===== config.mk =====
export PLATFORM = sky130hd
export DESIGN_NAME = lcd_bus_decoder
export DESIGN_NICKNAME = d
export VERILOG_FILES = /design/src/rtl/lcd_pkg.sv /design/src/rtl/lcd_e_sampler.sv /design/src/rtl/lcd_bus_decoder.sv
export SDC_FILE = /design/constraint.sdc
export NUM_CORES = 1
export LEC_CHECK = 0
export CORE_MARGIN = 10
export CORE_UTILIZATION = 63
export DETAILED_ROUTE_END_ITERATION = 6
export DONT_BUFFER_PORTS = 1
export PLACE_DENSITY = 0.89
export SLEW_MARGIN = 20
export SYNTH_ARGS = -nofsm -noshare
export SYNTH_HDL_FRONTEND = slang
export SYNTH_SLANG_ARGS = --single-unit
export TNS_END_PERCENT = 100

===== constraint.sdc =====
create_clock -name clk -period 1.92 [get_ports clk]
set_input_delay 0.288 -clock clk [delete_from_list [all_inputs] [get_ports clk]]
set_output_delay 0.288 -clock clk [all_outputs]
set_load 0.03 [all_outputs]

===== src/rtl/lcd_pkg.sv =====
// rtl/lcd_pkg.sv - shared encodings and opcodes for the LCD bus decoder
package lcd_pkg;

  typedef enum logic [1:0] {
    ST_INIT8   = 2'd0,
    ST_PAIR_HI = 2'd1,
    ST_PAIR_LO = 2'd2
  } lcd_state_e;

  localparam int ERR_SHORT_E = 0;
  localparam int ERR_BUS_CHG = 1;
  localparam int ERR_RW      = 2;
  localparam int ERR_PAIR    = 3;

  localparam logic [7:0] CMD_CLEAR     = 8'h01;
  localparam logic [7:0] CMD_HOME      = 8'h02;
  localparam logic [7:0] CMD_SET_DDRAM = 8'h80;

  // Cursor address after the controller has executed byte b
  function automatic logic [6:0] next_ddram_addr(input logic [6:0] addr,
                                                 input logic [7:0] b,
                                                 input logic       rs);
    if (rs)
      return addr + 7'd1;
    else if (b == CMD_CLEAR || b[7:1] == CMD_HOME[7:1])
      return 7'd0;
    else if ((b & CMD_SET_DDRAM) != 8'h00)
      return b[6:0];
    else
      return addr;
  endfunction

endpackage


===== src/rtl/lcd_e_sampler.sv =====
// rtl/lcd_e_sampler.sv - two-stage bus sampler, E falling-edge detect and timing checks
module lcd_e_sampler
  import lcd_pkg::*;
#(
  parameter int E_MIN_HIGH = 12,
  parameter int CNT_W      = 16
) (
  input  logic       clk,
  input  logic       reset,
  input  logic [3:0] i_sf_d,
  input  logic       i_sf_ceo,
  input  logic       i_lcd_e,
  input  logic       i_lcd_rs,
  input  logic       i_lcd_rw,
  output logic       o_fall,
  output logic       o_nib_valid,
  output logic [3:0] o_nib,
  output logic       o_nib_rs,
  output logic       o_err_short,
  output logic       o_err_chg,
  output logic       o_err_rw
);

  logic             r_s1_e, r_s1_ceo, r_s1_rs, r_s1_rw;
  logic [3:0]       r_s1_d;
  logic             r_s2_e, r_s2_rs, r_s2_rw;
  logic [3:0]       r_s2_d;
  logic [CNT_W-1:0] r_e_cnt;

  logic w_fall, w_short, w_rw, w_chg;

  // Pin synchronisers plus E-high width counter (saturating, cleared while E low or bus not owned)
  always_ff @(posedge clk) begin
    if (reset) begin
      r_s1_e   <= 1'b0;
      r_s1_ceo <= 1'b0;
      r_s1_rs  <= 1'b0;
      r_s1_rw  <= 1'b0;
      r_s1_d   <= 4'h0;
      r_s2_e   <= 1'b0;
      r_s2_rs  <= 1'b0;
      r_s2_rw  <= 1'b0;
      r_s2_d   <= 4'h0;
      r_e_cnt  <= '0;
    end else begin
      r_s1_e   <= i_lcd_e;
      r_s1_ceo <= i_sf_ceo;
      r_s1_rs  <= i_lcd_rs;
      r_s1_rw  <= i_lcd_rw;
      r_s1_d   <= i_sf_d;
      r_s2_e   <= r_s1_e;
      r_s2_rs  <= r_s1_rs;
      r_s2_rw  <= r_s1_rw;
      r_s2_d   <= r_s1_d;
      if (r_s1_e && r_s1_ceo) begin
        if (r_e_cnt != '1)
          r_e_cnt <= r_e_cnt + CNT_W'(1);
      end else begin
        r_e_cnt <= '0;
      end
    end
  end

  assign w_fall  = r_s2_e & ~r_s1_e & r_s1_ceo;
  assign w_short = w_fall & (r_e_cnt < CNT_W'(E_MIN_HIGH));
  assign w_rw    = w_fall & r_s2_rw;
  assign w_chg   = r_s1_ceo & r_s1_e & r_s2_e &
                   ((r_s1_d != r_s2_d) | (r_s1_rs != r_s2_rs));

  assign o_fall      = w_fall;
  assign o_nib_valid = w_fall & ~w_short & ~w_rw;
  assign o_nib       = r_s2_d;
  assign o_nib_rs    = r_s2_rs;
  assign o_err_short = w_short;
  assign o_err_chg   = w_chg;
  assign o_err_rw    = w_rw;

endmodule


===== src/rtl/lcd_bus_decoder.sv =====
// rtl/lcd_bus_decoder.sv - LCD 4-bit write-bus decoder; LCD_DECODE_ADDR_EN enables DDRAM address tracking
module lcd_bus_decoder
  import lcd_pkg::*;
#(
  parameter int E_MIN_HIGH   = 12,
  parameter int PAIR_TIMEOUT = 50000,
  parameter int CNT_W        = 16
) (
  input  logic       clk,
  input  logic       reset,
  input  logic [3:0] sf_d,
  input  logic       sf_ceo,
  input  logic       lcd_e,
  input  logic       lcd_rs,
  input  logic       lcd_rw,
  output logic       byte_valid,
  output logic [7:0] byte_data,
  output logic       byte_rs,
  output logic       byte_init,
  output logic       err_pulse,
  output logic [3:0] err_status,
  output logic [6:0] ddram_addr
);

  logic       w_fall, w_nib_valid, w_nib_rs;
  logic [3:0] w_nib;
  logic       w_err_short, w_err_chg, w_err_rw;

  lcd_e_sampler #(
    .E_MIN_HIGH (E_MIN_HIGH),
    .CNT_W      (CNT_W)
  ) u_sampler (
    .clk         (clk),
    .reset       (reset),
    .i_sf_d      (sf_d),
    .i_sf_ceo    (sf_ceo),
    .i_lcd_e     (lcd_e),
    .i_lcd_rs    (lcd_rs),
    .i_lcd_rw    (lcd_rw),
    .o_fall      (w_fall),
    .o_nib_valid (w_nib_valid),
    .o_nib       (w_nib),
    .o_nib_rs    (w_nib_rs),
    .o_err_short (w_err_short),
    .o_err_chg   (w_err_chg),
    .o_err_rw    (w_err_rw)
  );

  lcd_state_e       r_state, w_state;
  logic [3:0]       r_hi, w_hi;
  logic             r_hi_rs, w_hi_rs;
  logic [CNT_W-1:0] r_pair_cnt, w_pair_cnt;
  logic             r_byte_valid, w_byte_valid;
  logic [7:0]       r_byte_data, w_byte_data;
  logic             r_byte_rs, w_byte_rs;
  logic             r_byte_init, w_byte_init;
  logic             r_err_pulse;
  logic [3:0]       r_err_status;
  logic [3:0]       w_err;

  // State and output registers; a reset drops any held high nibble
  always_ff @(posedge clk) begin
    if (reset) begin
      r_state      <= ST_INIT8;
      r_hi         <= 4'h0;
      r_hi_rs      <= 1'b0;
      r_pair_cnt   <= '0;
      r_byte_valid <= 1'b0;
      r_byte_data  <= 8'h00;
      r_byte_rs    <= 1'b0;
      r_byte_init  <= 1'b0;
      r_err_pulse  <= 1'b0;
      r_err_status <= 4'h0;
    end else begin
      r_state      <= w_state;
      r_hi         <= w_hi;
      r_hi_rs      <= w_hi_rs;
      r_pair_cnt   <= w_pair_cnt;
      r_byte_valid <= w_byte_valid;
      r_byte_data  <= w_byte_data;
      r_byte_rs    <= w_byte_rs;
      r_byte_init  <= w_byte_init;
      r_err_pulse  <= |w_err;
      r_err_status <= r_err_status | w_err;
    end
  end

  // Nibble pairing: init nibbles stand alone, then hi/lo pairs with rs match and timeout
  always_comb begin
    w_state      = r_state;
    w_hi         = r_hi;
    w_hi_rs      = r_hi_rs;
    w_pair_cnt   = r_pair_cnt;
    w_byte_valid = 1'b0;
    w_byte_data  = r_byte_data;
    w_byte_rs    = r_byte_rs;
    w_byte_init  = r_byte_init;
    w_err                = 4'h0;
    w_err[ERR_SHORT_E]   = w_err_short;
    w_err[ERR_BUS_CHG]   = w_err_chg;
    w_err[ERR_RW]        = w_err_rw;

    case (r_state)
      ST_INIT8: begin
        if (w_nib_valid) begin
          w_byte_valid = 1'b1;
          w_byte_data  = {w_nib, 4'h0};
          w_byte_rs    = w_nib_rs;
          w_byte_init  = 1'b1;
          // 0x2 as a command switches the controller into 4-bit mode
          if (w_nib == 4'h2 && !w_nib_rs)
            w_state = ST_PAIR_HI;
        end
      end
      ST_PAIR_HI: begin
        if (w_nib_valid) begin
          w_hi       = w_nib;
          w_hi_rs    = w_nib_rs;
          w_pair_cnt = '0;
          w_state    = ST_PAIR_LO;
        end
      end
      ST_PAIR_LO: begin
        if (w_nib_valid) begin
          if (w_nib_rs == r_hi_rs) begin
            w_byte_valid = 1'b1;
            w_byte_data  = {r_hi, w_nib};
            w_byte_rs    = r_hi_rs;
            w_byte_init  = 1'b0;
            w_state      = ST_PAIR_HI;
          end else begin
            // Resynchronise on the new nibble rather than losing it
            w_err[ERR_PAIR] = 1'b1;
            w_hi            = w_nib;
            w_hi_rs         = w_nib_rs;
            w_pair_cnt      = '0;
          end
        end else if (!w_fall) begin
          // Any falling edge this cycle takes priority over the timeout
          if (r_pair_cnt >= CNT_W'(PAIR_TIMEOUT)) begin
            w_err[ERR_PAIR] = 1'b1;
            w_state         = ST_PAIR_HI;
          end else begin
            w_pair_cnt = r_pair_cnt + CNT_W'(1);
          end
        end
      end
      default: w_state = ST_INIT8;
    endcase
  end

  assign byte_valid = r_byte_valid;
  assign byte_data  = r_byte_data;
  assign byte_rs    = r_byte_rs;
  assign byte_init  = r_byte_init;
  assign err_pulse  = r_err_pulse;
  assign err_status = r_err_status;

`ifdef LCD_DECODE_ADDR_EN
  logic [6:0] r_ddram_addr;

  // Follow the controller cursor from each published byte
  always_ff @(posedge clk) begin
    if (reset)
      r_ddram_addr <= 7'd0;
    else if (r_byte_valid)
      r_ddram_addr <= next_ddram_addr(r_ddram_addr, r_byte_data, r_byte_rs);
  end

  assign ddram_addr = r_ddram_addr;
`else
  assign ddram_addr = 7'd0;
`endif

endmodule

==> reports/metrics.csv <==
metric;value;unit
hold_ws;8.23;ps
gr-total-overflow;0;
dpl.cell_count;447;
port_buffers;0;
final_cell_mix;dfxtp_1, nor2_1, nand2_1;
wl_per_cell;18.0;µm
synth_ff_type;dfxtp_1;
synthCells;370;
min_period;1820;ps
dieArea;8560;µm²
wl;8.42;mm
yosysUniqueCellTypes;63;
worst_setup_path_start_kind;register;
finalClockSkew;9.91;ps
critical_path_class;reg2reg;
yosysSeqAreaShare;0.423;
setup_viol;0;
core-area;5110;µm²
setup.worst_path.end_class;register;
cp_top_family;simple AND/OR/NAND/NOR gates;
drc;0;
synth_area;3310;µm²
n_antenna_cell;0;
critPathSlowestCell;dfxtp_1;
via_per_inst;6.22;
p_total;2.91;mW
async_flop_share;0;
n_fill_cell;358;
ir_worst_vdd;0.692;mV
min_period_over_period;0.947;
outcome;completed;
path_buf_inv;1;
gp_congestion;0.884;
max_cap_violations;0;
hold_violations;0;
post-cts-setup-buffers;0;
fin_util;0.742;
start_util;0.648;
hp-class;in2reg;
numCtsBuffers;9;
syn_avg_cell_area;8.95;µm²
cts_max_level;3;
crit_chain;nor4_4 > a41oi_4 > buf_4 > nand3_1 > nand2_1 > a21oi_1;
dp_hpwl;5.50;mm
root_buffer;clkbuf_8;
grt_first_pass_wirelength;13.9;mm
ys_warn_count;0;
required;2200;ps
layout.cells.non_filler;467;
final_max_slew_viol_count;0;
antenna_found_initial;0;
drive_above_1_share;0.164;
powerDensity;767;nW/µm²
io_pins;33;
grt_max_degree;28;
cts_tree;built;
drtIter0Drc;329;
cpPeakStageDelay;400;ps
area_growth;14.4;%
clock_latency;360;ps
die_h;92.5;µm
crit_path_max_fanout;8;
ys_ff_latch;70;
grt_pass1_vias;2859;
vias;2907;
cp.arrival;2100;ps
relSlewSlack;0.484;
drtAntennaViolNets;0;
worstMarginPinSlew;771;ps
path_clk_slew;80;ps
rows;26;
cts_num_sinks;70;
layout_commonest_cell;dfxtp_1;
track_usage;0.198;
final_nets;405;
die_w;92.5;µm
dr.pass1.iters;5;
power_leakage;1.46;nW
clk_path_buf_depth;2;
fmax;0.550;GHz
synth_edf_count;0;
per-layer routing:
layer  part of all wire  wire length, µm  up-vias  GRT usage
li1                   -                -     1373          -
met1               0.40             3370     1388      0.225
met2               0.50             4240      116      0.334
met3              0.065              548       30     0.0621
met4              0.031              257        0     0.0887
met5                  0                0        -          0
registers in the layout (all words and copies together), names as in the netlist, 2 cells and up:
name               flops
byte_data              8
err_status             4
r_hi                   4
r_pair_cnt            16
r_state                2
u_sampler.o_nib        4
u_sampler.r_e_cnt     16
u_sampler.r_s1_d       4
power breakdown:
part,switching (mW),internal (mW)
Sequential,0.0187,1.47
Combinational,0.0539,0.0279
Clock,0.595,0.743
Total,0.668,2.24
worst reg2reg max path, stage by stage, from the launching register on:
cell     delay, ps
dfxtp_1        400
nor4_4         400
a41oi_4        250
buf_4          220
nand3_1        160
nand2_1        100
a21oi_1        200
stage by stage:
step / worst slack (ps) / instance area [µm²] / setup TNS (ps)
after global routing: -14.8 / 3790 / -17.0
after CTS: 3.92 / 3720 / 0
after detailed placement: 80.9 / 3480 / 0
after global placement: 135 / 3480 / 0
after floorplan: 214 / 3330 / 0
final: 102 / 3790 / 0
final cells by class:
| class | count | area [µm²] | share of cell area |
|---|---|---|---|
| Multi-Input combinational cell | 273 | 1810 | 0.479 |
| Tap cell | 70 | 87.6 | 0.0231 |
| Inverter | 9 | 33.8 | 0.00892 |
| Timing Repair Buffer | 29 | 228 | 0.0601 |
| Clock buffer | 10 | 128 | 0.0337 |
| Clock inverter | 6 | 93.8 | 0.0248 |
| Sequential cell | 70 | 1400 | 0.371 |
what timing repair did:
item	4_1_cts	5_1_grt
hold buffers	2	2
endpoints found under the hold margin	22	3
gates resized for setup	0	9
endpoints found under the setup margin	0	27
Yosys cell counts (all sizes together), types with 3 or more instances:
cell    count  area, µm²
nand2b      4       25.0
a211oi      6       45.0
ha          3       37.5
dfxtp      70       1400
nor2       39        154
xor2        5       43.8
nor2b      17        106
and4        6       55.1
a211o       6       52.6
nor3        6       35.0
nand3      16       92.6
nand2      35        136
mux2i       8       80.1
and3        8       50.1
nor4       11       93.8
a31oi       6       43.8
xnor2      15        131
o21ai       6       37.5
clkbuf      7       26.3
or4         4       30.0
nand4      13       87.6
inv         9       33.8
buf        17        106
and2        4       25.0
a21oi      17       88.8
a311oi      4       35.0
cell families (layout without fill, tap and decap cells):
| kind of cell | Yosys count | after routing | share of synthesized area |
|---|---|---|---|
| xor+xnor | 20 | 20 | 0.0529 |
| simple gates | 170 | 170 | 0.286 |
| buf+inv | 33 | 54 | 0.0502 |
| other cells | 1 | 7 | 0.00113 |
| fa+ha+maj | 3 | 3 | 0.0113 |
| flops | 70 | 70 | 0.423 |
| mux | 8 | 8 | 0.0242 |
| compound gates | 65 | 65 | 0.151 |
final timing paths:
kind / startpoint / slack, ps / depth (start not counted) / to
setup / recovery: u_sampler.r_e_cnt[5] / 100 / 6 / byte_data[2]
hold / removal: reset / 8 / 1 / err_status[3]
setup reg to reg: u_sampler.r_e_cnt[5] / 100 / 6 / byte_data[2]
hold reg to reg: u_sampler.r_s1_rw / 470 / 1 / u_sampler.r_s2_rw
(Power assumes the default switching activity.)
